**config.mk**
```make
export PLATFORM = sky130hd
export DESIGN_NAME = pc_call_stack
export DESIGN_NICKNAME = d
export VERILOG_FILES = /design/src/rtl/pc_call_stack.sv
export SDC_FILE = /design/constraint.sdc
export NUM_CORES = 1
export LEC_CHECK = 0
export BUFFER_PORTS_ARGS = -buffer_cell sky130_fd_sc_hd__buf_4
export CAP_MARGIN = 5
export CORE_ASPECT_RATIO = 0.6
export CORE_UTILIZATION = 50
export DETAILED_ROUTE_END_ITERATION = 10
export PLACE_DENSITY = 0.77
export SLEW_MARGIN = 30
export SYNTH_ARGS = -nofsm -noshare
export SYNTH_HDL_FRONTEND = slang
export SYNTH_SLANG_ARGS = --single-unit
```
**constraint.sdc**
```tcl
create_clock -name clk -period 4.56 [get_ports clk]
set_clock_uncertainty 0.05 [all_clocks]
set_input_delay 0.456 -clock clk [delete_from_list [all_inputs] [get_ports clk]]
set_output_delay 0.456 -clock clk [all_outputs]
set_load 0.005 [all_outputs]
```
**src/rtl/pc_call_stack.sv**
```systemverilog
// pc_call_stack: program counter with return-address stack, next-address selection and sticky stack error flags
module pc_call_stack #(
  parameter int PC_WIDTH    = 5,
  parameter int STACK_DEPTH = 8,
  parameter int SP_WIDTH    = 4
) (
  input  logic                clk,
  input  logic                rst,
  input  logic                halt,
  input  logic                jmp,
  input  logic                cal,
  input  logic                ret,
  input  logic [PC_WIDTH-1:0] jmp_addr,
  output logic [PC_WIDTH-1:0] pc,
  output logic [PC_WIDTH-1:0] top_addr,
  output logic [SP_WIDTH-1:0] sp,
  output logic                stack_empty,
  output logic                stack_full,
  output logic                overflow,
  output logic                underflow
);
  localparam int AW = SP_WIDTH - 1;
  logic [PC_WIDTH-1:0] stack [STACK_DEPTH];
  logic [PC_WIDTH-1:0] pc_inc;
  logic [AW-1:0]       top_idx;
  assign pc_inc      = pc + 1'b1;
  assign top_idx     = AW'(sp - 1'b1);
  assign stack_empty = sp == '0;
  assign stack_full  = sp == SP_WIDTH'(STACK_DEPTH);
  assign top_addr    = stack_empty ? '0 : stack[top_idx];
  // cal carries a companion jmp from the decoder; cal/ret are checked first so that jmp is ignored then
  always_ff @(posedge clk or posedge rst)
    if (rst) begin
      pc        <= '0;
      sp        <= '0;
      overflow  <= 1'b0;
      underflow <= 1'b0;
      for (int i = 0; i < STACK_DEPTH; i++) stack[i] <= '0;
    end else if (!halt) begin
      if (ret) begin
        if (stack_empty) begin
          pc        <= pc_inc;
          underflow <= 1'b1;
        end else begin
          pc <= top_addr;
          sp <= sp - 1'b1;
        end
      end else if (cal) begin
        if (stack_full) begin
          pc       <= pc_inc;
          overflow <= 1'b1;
        end else begin
          stack[sp[AW-1:0]] <= pc_inc;
          sp                <= sp + 1'b1;
          pc                <= jmp_addr;
        end
      end else begin
        pc <= jmp ? jmp_addr : pc_inc;
      end
    end
endmodule

```
==> results of run 1 <==
-- worst paths after layout --
kind                       cells past startpoint                    end
max reg2reg                                    6      pc[3]$_DFFE_PP0N_
max                                            7            top_addr[0]
max in group asynchronous                      2  stack[35]$_DFFE_PP0P_
min                                            2      pc[2]$_DFFE_PP0N_
min in group clk                               2      pc[0]$_DFFE_PP0N_
min reg2reg                                    1  underflow$_DFFE_PP0P_
-- worst register-to-register path: stages (launching register included) --
cell and delay [ns]:
dfrtp_1 0.33, buf_4 0.27, inv_1 0.14, ha_1 0.61
mux4_1 0.42, a22o_1 0.25, a221o_1 0.35
-- routing by layer --
| metal | part of all wire | vias up | routed length (um) | GRT usage |
|---|---|---|---|---|
| li1 | - | 897 | - | - |
| met1 | 0.51 | 947 | 2919 | 0.3861 |
| met2 | 0.40 | 48 | 2294 | 0.2949 |
| met3 | 0.070 | 7 | 394 | 0.06430 |
| met4 | 0.011 | 0 | 60 | 0.06823 |
| met5 | 0 | - | 0 | 0 |
-- sequential cells by signal (all words and copies together), names as in the netlist --
| signal | flops |
|---|---|
| overflow | 1 |
| sp | 4 |
| pc | 5 |
| underflow | 1 |
| stack | 40 |
-- layout make-up --
class | count | area, um^2
Multi-Input combinational cell | 163 | 1220
Sequential cell | 51 | 1276
Inverter | 8 | 37.54
Fill cell | 389 | 1839
Clock inverter | 2 | 60.06
Clock buffer | 6 | 72.57
Tap cell | 63 | 78.83
Timing Repair Buffer | 29 | 217.7
-- logic make-up (layout without fill, tap and decap cells) --
group           after synthesis  count (layout)
flops                        51              51
buf+inv                      18              45
xor+xnor                      8               8
fa+ha+maj                     4               4
mux                          23              23
compound gates               57              57
simple gates                 71              71
-- through the flow --
stage                       util  total power (W)  cells
final                     0.6170         0.002258    322
after global placement    0.5888         0.001859    314
after detailed placement  0.5894         0.001886    314
after CTS                 0.6170         0.002259    322
after floorplan                -         0.001515    232
after global routing      0.6170         0.002417    322
-- Yosys cell counts (2+ instances only) --
| master | number | area share |
|---|---|---|
| ha_1 | 4 | 0.019 |
| a31oi_1 | 2 | 0.0048 |
| mux2i_1 | 4 | 0.015 |
| mux4_2 | 6 | 0.052 |
| clkbuf_8 | 2 | 0.011 |
| dfrtp_1 | 51 | 0.49 |
| nand3_1 | 8 | 0.015 |
| xnor2_1 | 4 | 0.013 |
| buf_2 | 3 | 0.0057 |
| nand2b_1 | 2 | 0.0048 |
| nand2_1 | 31 | 0.044 |
| inv_1 | 7 | 0.010 |
| and4b_1 | 2 | 0.0077 |
| buf_6 | 3 | 0.013 |
| a21oi_1 | 6 | 0.011 |
| nand3b_1 | 2 | 0.0057 |
| xor2_1 | 3 | 0.010 |
| nor2_1 | 10 | 0.014 |
| a2bb2oi_1 | 2 | 0.0067 |
| o21ai_0 | 33 | 0.063 |
| mux4_1 | 4 | 0.040 |
| nor3_1 | 4 | 0.0077 |
| nor2b_1 | 3 | 0.0072 |
| mux2_2 | 9 | 0.039 |
-- power breakdown --
part / switching (W) / total (W) / internal, W
clock: 0.000151 / 0.000371 / 0.000219
combinational: 0.000552 / 0.00108 / 0.000532
sequential: 0.000154 / 0.000803 / 0.000649
==> results.sh, run 1 <==
export IMPL_yosys_area_share_simple=0.1373
export IMPL_ant_nets=0
export IMPL_fin_crit_ns=3.036
export IMPL_worst_setup_path_type="reg2out"
export IMPL_slew_viol_final=0
export IMPL_tightest_slew_ns=0.8494
export IMPL_final_cell_mix="dfrtp_1, o21ai_0, nand2_1, buf_4, nor2_1"
export IMPL_rsz0062_at_grt="false"
export IMPL_slew_headroom=0.4297
export IMPL_drtPass1Iterations=4
export IMPL_drive_gt1_frac=0.2355
export IMPL_synth_xor_area_frac=0.02965
export IMPL_synth_seq_area_share=0.4878
export IMPL_postCtsHoldBufs=0
export IMPL_clockRootBuffer="clkbuf_8"
export IMPL_viasPerCell=5.898
export IMPL_arrival_ns=2.53
export IMPL_post_dp_cell_area_um2=2830
export IMPL_clockBufferDepth=2
export IMPL_post_cts_resize_count=0
export IMPL_fp_dieH_um=58.03
export IMPL_syn_nets=247
export IMPL_drt_iter0_markers=130
export IMPL_worstPathRequired_ns=4.05
export IMPL_synthesis_area_um2=2616
export IMPL_syn_avg_cell_area_um2=11.28
export IMPL_cts_sinks=51
export IMPL_ys_seq_elements=51
export IMPL_p_leak_nw=1.384
export IMPL_drt_wl_total_um=5669
export IMPL_antenna_found_initial=0
export IMPL_synthMuxAreaShare=0.1459
export IMPL_pin_count=29
export IMPL_slowest_delay_ns=0.61
export IMPL_irDropWorstVdd_v=0.0004084
export IMPL_insertion_delay_ns=0.32
export IMPL_hold_ws_ns=0.1657
export IMPL_r2r_slack_ns=2.02
export IMPL_post_cts_buffers=0
export IMPL_critPathMostFrequentCell="buf_4"
export IMPL_routedWlPerCell_um=17.61
export IMPL_worst_slack_ns=1.524
export IMPL_cts_tree="done"
export IMPL_ys_flop_type="dfrtp_1"
export IMPL_setup_tns_ns=0
export IMPL_setup_viol=0
export IMPL_syn_inst=232
export IMPL_timing_fmax_mhz=329.3
export IMPL_clkSlewWorstSetupHoldPaths_ns=0.10
export IMPL_synth_edff_count=0
export IMPL_place_gp_congestion=0.8678
export IMPL_start_kind="flip-flop"
export IMPL_crit_path_end_kind="output pin"
export IMPL_ys_types=51
export IMPL_fin_area_um2=2963
export IMPL_h_tree_depth=2
export IMPL_outcome="complete, no violations"
export IMPL_cp_top_family="adder cells"
export IMPL_first_global_vias=1750
export IMPL_cts_buffers=5
export IMPL_drc=0
export IMPL_hold_viol=0
export IMPL_portBuffers=28
export IMPL_fp_coreArea_um2=4802
export IMPL_grt_usage=0.2341
export IMPL_maxCapViolCount=0
export IMPL_ys_async_sr_fraction=1.000
export IMPL_grt_remaining_overflow=0
export IMPL_dpl_hpwl_um=4056
export IMPL_r2r_start="sp[0]$_DFFE_PP0P_"
export IMPL_synthAdderAreaFrac=0.01913
export IMPL_post_place_ws_ns=1.884
export IMPL_slowest_stage="ha_1"
export IMPL_crit_chain="buf_4 > inv_1 > ha_1 > mux4_2 > and2_1 > a21o_2 > buf_4"
export IMPL_antenna_cells=0
export IMPL_vias=1899
export IMPL_start_util=0.5448
export IMPL_fin_crit_sh=0.6659
export IMPL_critPathBufInv=3
export IMPL_cp_max_fo=19
export IMPL_synthToLayoutAreaGrowth_pct=13.25
export IMPL_ys_warnings_count=0
export IMPL_synth_compound_area_share=0.1344
export IMPL_grt_pass1_wl_um=9328
export IMPL_synth_top_family_by_area="multiplexers"
export IMPL_min_path_type="in2async"
export IMPL_row_count=19
export IMPL_crit_start="sp[0]$_DFFE_PP0P_"
export IMPL_die_area_um2=5535
export IMPL_powerDensity_nw_per_um2=762.0
export IMPL_final_common_cell="dfrtp_1"
export IMPL_die_w_um=95.39
export IMPL_grt_start_max_net_pins=52
export IMPL_nets=273
(Power assumes the default switching activity.)
==> inputs of run 2 (changes only) <==
--- a/config.mk
+++ b/config.mk
@@ -5,12 +5,13 @@
 export SDC_FILE = /design/constraint.sdc
 export NUM_CORES = 1
 export LEC_CHECK = 0
+export ABC_AREA = 1
 export BUFFER_PORTS_ARGS = -buffer_cell sky130_fd_sc_hd__buf_4
 export CAP_MARGIN = 5
 export CORE_ASPECT_RATIO = 0.6
 export CORE_UTILIZATION = 50
 export DETAILED_ROUTE_END_ITERATION = 10
-export PLACE_DENSITY = 0.77
+export PLACE_DENSITY = 0.79
 export SLEW_MARGIN = 30
 export SYNTH_ARGS = -nofsm -noshare
 export SYNTH_HDL_FRONTEND = slang
==> constraint.sdc (replaced) <==
create_clock -name clk -period 2.7 [get_ports clk]
set_clock_uncertainty 0.05 [all_clocks]
set_input_delay 0.27 -clock clk [delete_from_list [all_inputs] [get_ports clk]]
set_output_delay 0.27 -clock clk [all_outputs]
set_load 0.005 [all_outputs]
==> run 2 against run 1 <==
Via count is 38% higher; final cell count is 50% higher; sequential cell count stayed put; clock power is 27% higher; first-iteration DRC count is 78% higher; register-to-register slack worse by 1.4 ns; critical path depth is 1 lower; critical endpoint is now top_addr[2]; largest cell class is now multi-input gates; highest routed layer unchanged.
==> results.sh, run 2 <==
export IMPL_die_w_um=99.94
export IMPL_hold_depth=3
export IMPL_reg2reg_depth=10
export IMPL_cts_sinks=51
export IMPL_r2r_slack_ns=0.60
export IMPL_tightest_slew_ns=0.5331
export IMPL_yosysMostFrequentCell="nand2_1"
export IMPL_ys_async_sr_fraction=1.000
export IMPL_first_global_vias=2245
export IMPL_worstPathRequired_ns=2.38
export IMPL_hp_start="halt"
export IMPL_powerDensity_nw_per_um2=1319
export IMPL_h_tree_depth=2
export IMPL_top_register="stack"
export IMPL_fin_crit_sh=0.9537
export IMPL_grt_start_max_net_pins=33
export IMPL_synth_top_area_share=0.4435
export IMPL_final_cells=483
export IMPL_timing_fmax_mhz=388.3
export IMPL_drc=0
export IMPL_grt_pass1_wl_um=11680
export IMPL_maxCapViolCount=0
export IMPL_fin_crit_ns=2.575
export IMPL_routedWlPerCell_um=15.13
export IMPL_rsz0062_at_grt="false"
export IMPL_antenna_cells=0
export IMPL_yosysTopAreaCell="dfrtp_1"
export IMPL_arrival_ns=2.26
export IMPL_dpl_hpwl_um=5289
export IMPL_drt_iter0_markers=232
export IMPL_ys_warnings_count=0
export IMPL_synthToLayoutAreaGrowth_pct=12.74
export IMPL_cts_tree="done"
export IMPL_row_count=20
export IMPL_cp_max_fo=6
export IMPL_ys_types=34
export IMPL_grt_use_met2=0.3557
export IMPL_vias=2612
export IMPL_cts_buffers=5
export IMPL_fp_dieH_um=60.77
export IMPL_synth_seq_area_share=0.4435
export IMPL_nets=420
export IMPL_p_leak_nw=1.636
export IMPL_final_common_cell="nand2_1"
export IMPL_slew_headroom=0.6437
export IMPL_outcome="complete, no violations"
export IMPL_worst_setup_path_type="reg2out"
export IMPL_hold_viol=0
export IMPL_place_gp_congestion=1.041
export IMPL_min_path_type="in2reg"
export IMPL_post_place_ws_ns=0.5420
export IMPL_crit_path_end_kind="output pin"
export IMPL_antenna_found_initial=0
export IMPL_setup_viol=0
export IMPL_syn_inst=375
export IMPL_drt_wl_total_um=7308
export IMPL_slew_viol_final=0
export IMPL_synth_edff_count=0
export IMPL_hold_end="pc[3]$_DFFE_PP0N_"
export IMPL_die_area_um2=6073
export IMPL_synthesis_area_um2=2878
export IMPL_synthTopCellsByArea="dfrtp_1, nand2_1, o21ai_0"
export IMPL_start_util=0.5425
export IMPL_rr_endpoint="pc[3]$_DFFE_PP0N_"
export IMPL_clockBufferDepth=2
export IMPL_start_kind="flip-flop"
export IMPL_grtUsageMet1=0.4185
export IMPL_irDropWorstVdd_v=0.0008906
export IMPL_ys_flop_type="dfrtp_1"
export IMPL_viasPerCell=5.408
export IMPL_r2r_start="sp[1]$_DFFE_PP0P_"
export IMPL_final_cell_mix="nand2_1, dfrtp_1, inv_1, o21ai_0, nor2_1"
export IMPL_synth_common_cells="nand2_1, dfrtp_1, inv_1"
export IMPL_worst_slack_ns=0.1250
export IMPL_insertion_delay_ns=0.32
export IMPL_clkSlewWorstSetupHoldPaths_ns=0.10
export IMPL_largest_register_ffs=40
export IMPL_reg_top3="stack x40, pc x5, sp x4"
export IMPL_fp_coreArea_um2=5305
export IMPL_setup_tns_ns=0
export IMPL_fin_total_pwr_w=0.004278
export IMPL_drtPass1Iterations=5
export IMPL_grt_usage=0.2605
export IMPL_busiest_layer="met1"
export IMPL_syn_nets=390
export IMPL_post_cts_buffers=0
export IMPL_pin_count=29
export IMPL_portBuffers=28
export IMPL_post_place_cells=474
export IMPL_syn_avg_cell_area_um2=7.674
export IMPL_ys_seq_elements=51
export IMPL_grt_remaining_overflow=0
export IMPL_ant_nets=0
export IMPL_met3_usage=0.04263
export IMPL_clockRootBuffer="clkbuf_8"
export IMPL_drive_gt1_frac=0.1626
-- run 2: kinds of logic (layout without fill, tap and decap cells) --
family          count (synthesis)  after routing  synth area share
buf+inv                        57             88           0.09391
flops                          51             51            0.4435
compound gates                 63             63            0.1170
fa+ha+maj                       4              4           0.01739
simple gates                  195            195            0.3130
xor+xnor                        5              5           0.01522
-- run 2: how the worst max path moves through the flow --
stage                            from     endpoint  slack [ns]  depth (start not counted)
finish              sp[1]$_DFFE_PP0P_  top_addr[2]        0.12                          6
global route        sp[1]$_DFFE_PP0P_  top_addr[2]        0.02                          6
CTS                 sp[1]$_DFFE_PP0P_  top_addr[2]        0.18                          8
detailed placement  sp[1]$_DFFE_PP0P_  top_addr[2]        0.54                          8
global placement    sp[1]$_DFFE_PP0P_  top_addr[2]        0.62                          8
floorplan           sp[0]$_DFFE_PP0P_  top_addr[0]        0.63                         10
-- run 2: worst max-delay path: stages (launching register included) --
cell and delay (ns):
dfrtp_1 0.46, inv_1 0.21, ha_1 0.31, xor2_1 0.41, nand3_1 0.19, and3_1 0.22
buf_4 0.13
-- run 2: what timing repair did --
action / in CTS / in global routing
resized for setup: 0 / 0
hold buffers: 1 / 0
endpoints found under the hold margin: 19 / 0
-- run 2: area by class of cell --
type / instances / area, um^2
clock buffer: 5 / 68.82
clock inverter: 3 / 27.53
fill: 483 / 2061
inverter: 46 / 186.4
multi-input combinational: 267 / 1331
sequential: 51 / 1276
tap: 77 / 96.34
timing repair buffer: 34 / 257.7
-- run 2: per-stage QoR --
| step | area, um^2 | hold slack, ns | util |
|---|---|---|---|
| finish | 3244 | 0.1941 | 0.6116 |
| global route | 3244 | 0.2216 | 0.6116 |
| CTS | 3244 | 0.1854 | 0.6116 |
| detailed placement | 3138 | 0.2382 | 0.5915 |
| global placement | 3138 | 0.2357 | 0.5915 |
| floorplan | 2878 | 0.3686 | - |
-- run 2: power by group --
part	switching, W	internal (W)
Clock	0.000279	0.000192
Sequential	0.000284	0.00111
Combinational	0.00150	0.000918
Total	0.00206	0.00222
-- run 2: metal layers --
metal	part of all wire	routed length, um
met3	0.081	594
met2	0.39	2878
met4	0.011	82
met5	0	0
met1	0.51	3752
==> inputs of run 3 (changes only) <==
--- a/config.mk
+++ b/config.mk
@@ -11,7 +11,9 @@
 export CORE_ASPECT_RATIO = 0.6
 export CORE_UTILIZATION = 50
 export DETAILED_ROUTE_END_ITERATION = 10
+export MAX_ROUTING_LAYER = met4
 export PLACE_DENSITY = 0.79
+export REMOVE_ABC_BUFFERS = 1
 export SLEW_MARGIN = 30
 export SYNTH_ARGS = -nofsm -noshare
 export SYNTH_HDL_FRONTEND = slang
==> run 3 against run 2 <==
Maximum frequency rose by 0.17%; highest routed layer unchanged; wire length fell by 3.1%; die area is the same; first-iteration DRC count decreased by 13%; largest cell class unchanged; non-clock buffer count down 1.
==> results.sh, run 3 (synthesis gave the netlist of run 2 again) <==
export IMPL_cp_max_fo=14
export IMPL_min_path_type="in2async"
export IMPL_grt_usage=0.2657
export IMPL_fin_crit_ns=2.571
export IMPL_setup_viol=0
export IMPL_cts_tree="done"
export IMPL_worstPathRequired_ns=2.38
export IMPL_drtPass1Iterations=4
export IMPL_ant_nets=0
export IMPL_drc=0
export IMPL_final_cell_mix="nand2_1, dfrtp_1, inv_1, o21ai_0, nor2_1"
export IMPL_clockRootBuffer="clkbuf_8"
export IMPL_portBuffers=28
export IMPL_r2r_slack_ns=0.59
export IMPL_wl_met3_um=657
export IMPL_h_tree_depth=2
export IMPL_tightest_slew_ns=0.6596
export IMPL_crit_path_end_kind="output pin"
export IMPL_nets=419
export IMPL_dpl_hpwl_um=5102
export IMPL_grt_pass1_wl_um=11590
export IMPL_slew_headroom=0.5603
export IMPL_powerDensity_nw_per_um2=1331
export IMPL_fp_coreArea_um2=5305
export IMPL_irDropWorstVdd_v=0.0005683
export IMPL_crit_chain="inv_1 > ha_1 > buf_4 > nor2_1 > o21ai_0 > nand3_1 > and3_1 > buf_4"
export IMPL_hold_ws_ns=0.07690
export IMPL_cts_sinks=51
export IMPL_slew_viol_final=0
export IMPL_outcome="complete, no violations"
export IMPL_critPathMostFrequentCell="buf_4"
export IMPL_maxUsedRoutingLayer="met4"
export IMPL_post_cts_resize_count=0
export IMPL_fillCellCount=522
export IMPL_die_area_um2=6073
export IMPL_largest_register_ffs=40
export IMPL_pin_count=29
export IMPL_reg_top3="stack x40, pc x5, sp x4"
export IMPL_clkSlewWorstSetupHoldPaths_ns=0.10
export IMPL_drt_wl_total_um=7080
export IMPL_grt_start_max_net_pins=52
export IMPL_final_common_cell="nand2_1"
export IMPL_arrival_ns=2.25
export IMPL_timing_fmax_mhz=389.0
export IMPL_met2_length_um=2738
export IMPL_fin_crit_sh=0.9521
export IMPL_routedWlPerCell_um=14.69
export IMPL_clockBufferDepth=2
export IMPL_critPathBufInv=3
export IMPL_rr_endpoint="sp[2]$_DFFE_PP0P_"
export IMPL_drive_gt1_frac=0.1630
export IMPL_maxCapViolCount=0
export IMPL_cts_buffers=5
export IMPL_postCtsHoldBufs=0
export IMPL_die_w_um=99.94
export IMPL_post_cts_buffers=0
export IMPL_grt_remaining_overflow=0
export IMPL_top_register="stack"
export IMPL_start_kind="flip-flop"
export IMPL_slowest_stage="dfrtp_1"
export IMPL_r2r_start="sp[1]$_DFFE_PP0P_"
export IMPL_hold_viol=0
export IMPL_slowest_delay_ns=0.47
export IMPL_wl_met1_um=3642
export IMPL_fp_dieH_um=60.77
export IMPL_worst_setup_path_type="reg2out"
export IMPL_reg2reg_depth=9
export IMPL_p_leak_nw=1.642
export IMPL_vias=2542
export IMPL_first_global_vias=2275
export IMPL_place_gp_congestion=0.9170
export IMPL_rsz0062_at_grt="false"
export IMPL_start_util=0.5425
export IMPL_antenna_found_initial=0
export IMPL_antenna_cells=0
export IMPL_row_count=20
export IMPL_synthToLayoutAreaGrowth_pct=13.17
export IMPL_cp_top_family="buffers and inverters"
export IMPL_drt_iter0_markers=203
export IMPL_viasPerCell=5.274
export IMPL_insertion_delay_ns=0.30
export IMPL_setup_tns_ns=0
-- run 3: cell types whose count changed in the layout (fill, tap and decap cells not counted) --
cell	before	now
bufinv_16	0	1
clkbuf_1	0	1
clkinvlp_4	1	0
dlygate4sd3_1	1	0
inv_8	1	0
xor2_1	3	2
xor2_2	0	1
-- run 3: power breakdown --
part           switching, W  internal [W]  total [W]
combinational       0.00149      0.000921    0.00241
sequential         0.000277       0.00111    0.00138
clock              0.000256      0.000280   0.000537
total               0.00203       0.00231    0.00433
-- run 3: worst max path at each step --
stage	startpoint	end	slack (ns)	cells past startpoint
CTS	sp[1]$_DFFE_PP0P_	top_addr[2]	0.17	6
global placement	sp[1]$_DFFE_PP0P_	top_addr[2]	0.61	8
detailed placement	sp[1]$_DFFE_PP0P_	top_addr[2]	0.52	6
finish	sp[1]$_DFFE_PP0P_	top_addr[2]	0.13	8
floorplan	sp[0]$_DFFE_PP0P_	top_addr[0]	0.07	7
global route	sp[1]$_DFFE_PP0P_	top_addr[3]	0.02	9
-- run 3: worst min-delay path: stages --
cell and delay, ns:
buf_4 0.11, inv_2 0.03, buf_4 0.51
-- run 3: per-stage QoR --
step           instances  total power (W)  setup WS (ns)    util  cell area, um^2
6_report             482         0.004334         0.1293  0.6139             3257
5_1_grt              482         0.004694        0.01857  0.6139             3257
4_1_cts              482         0.004302         0.1692  0.6125             3249
3_5_place_dp         474         0.003745         0.5214  0.5915             3138
3_3_place_gp         474         0.003688         0.6078  0.5915             3138
2_1_floorplan        364         0.002793        0.06863       -             2794
-- run 3: area by class of cell --
| type | count | area, um^2 | share of cell area |
|---|---|---|---|
| multi-input combinational | 267 | 1339 | 0.4111 |
| sequential | 51 | 1276 | 0.3919 |
| clock buffer | 6 | 72.57 | 0.02228 |
| timing repair buffer | 33 | 247.7 | 0.07607 |
| inverter | 46 | 186.4 | 0.05724 |
| tap | 77 | 96.34 | 0.02958 |
| clock inverter | 2 | 38.79 | 0.01191 |
-- run 3: routing by layer --
metal,GRT usage,up-vias
met5,-,-
met4,0.05672,0
met3,0.07604,5
met2,0.3498,97
met1,0.3956,1188
li1,-,1252
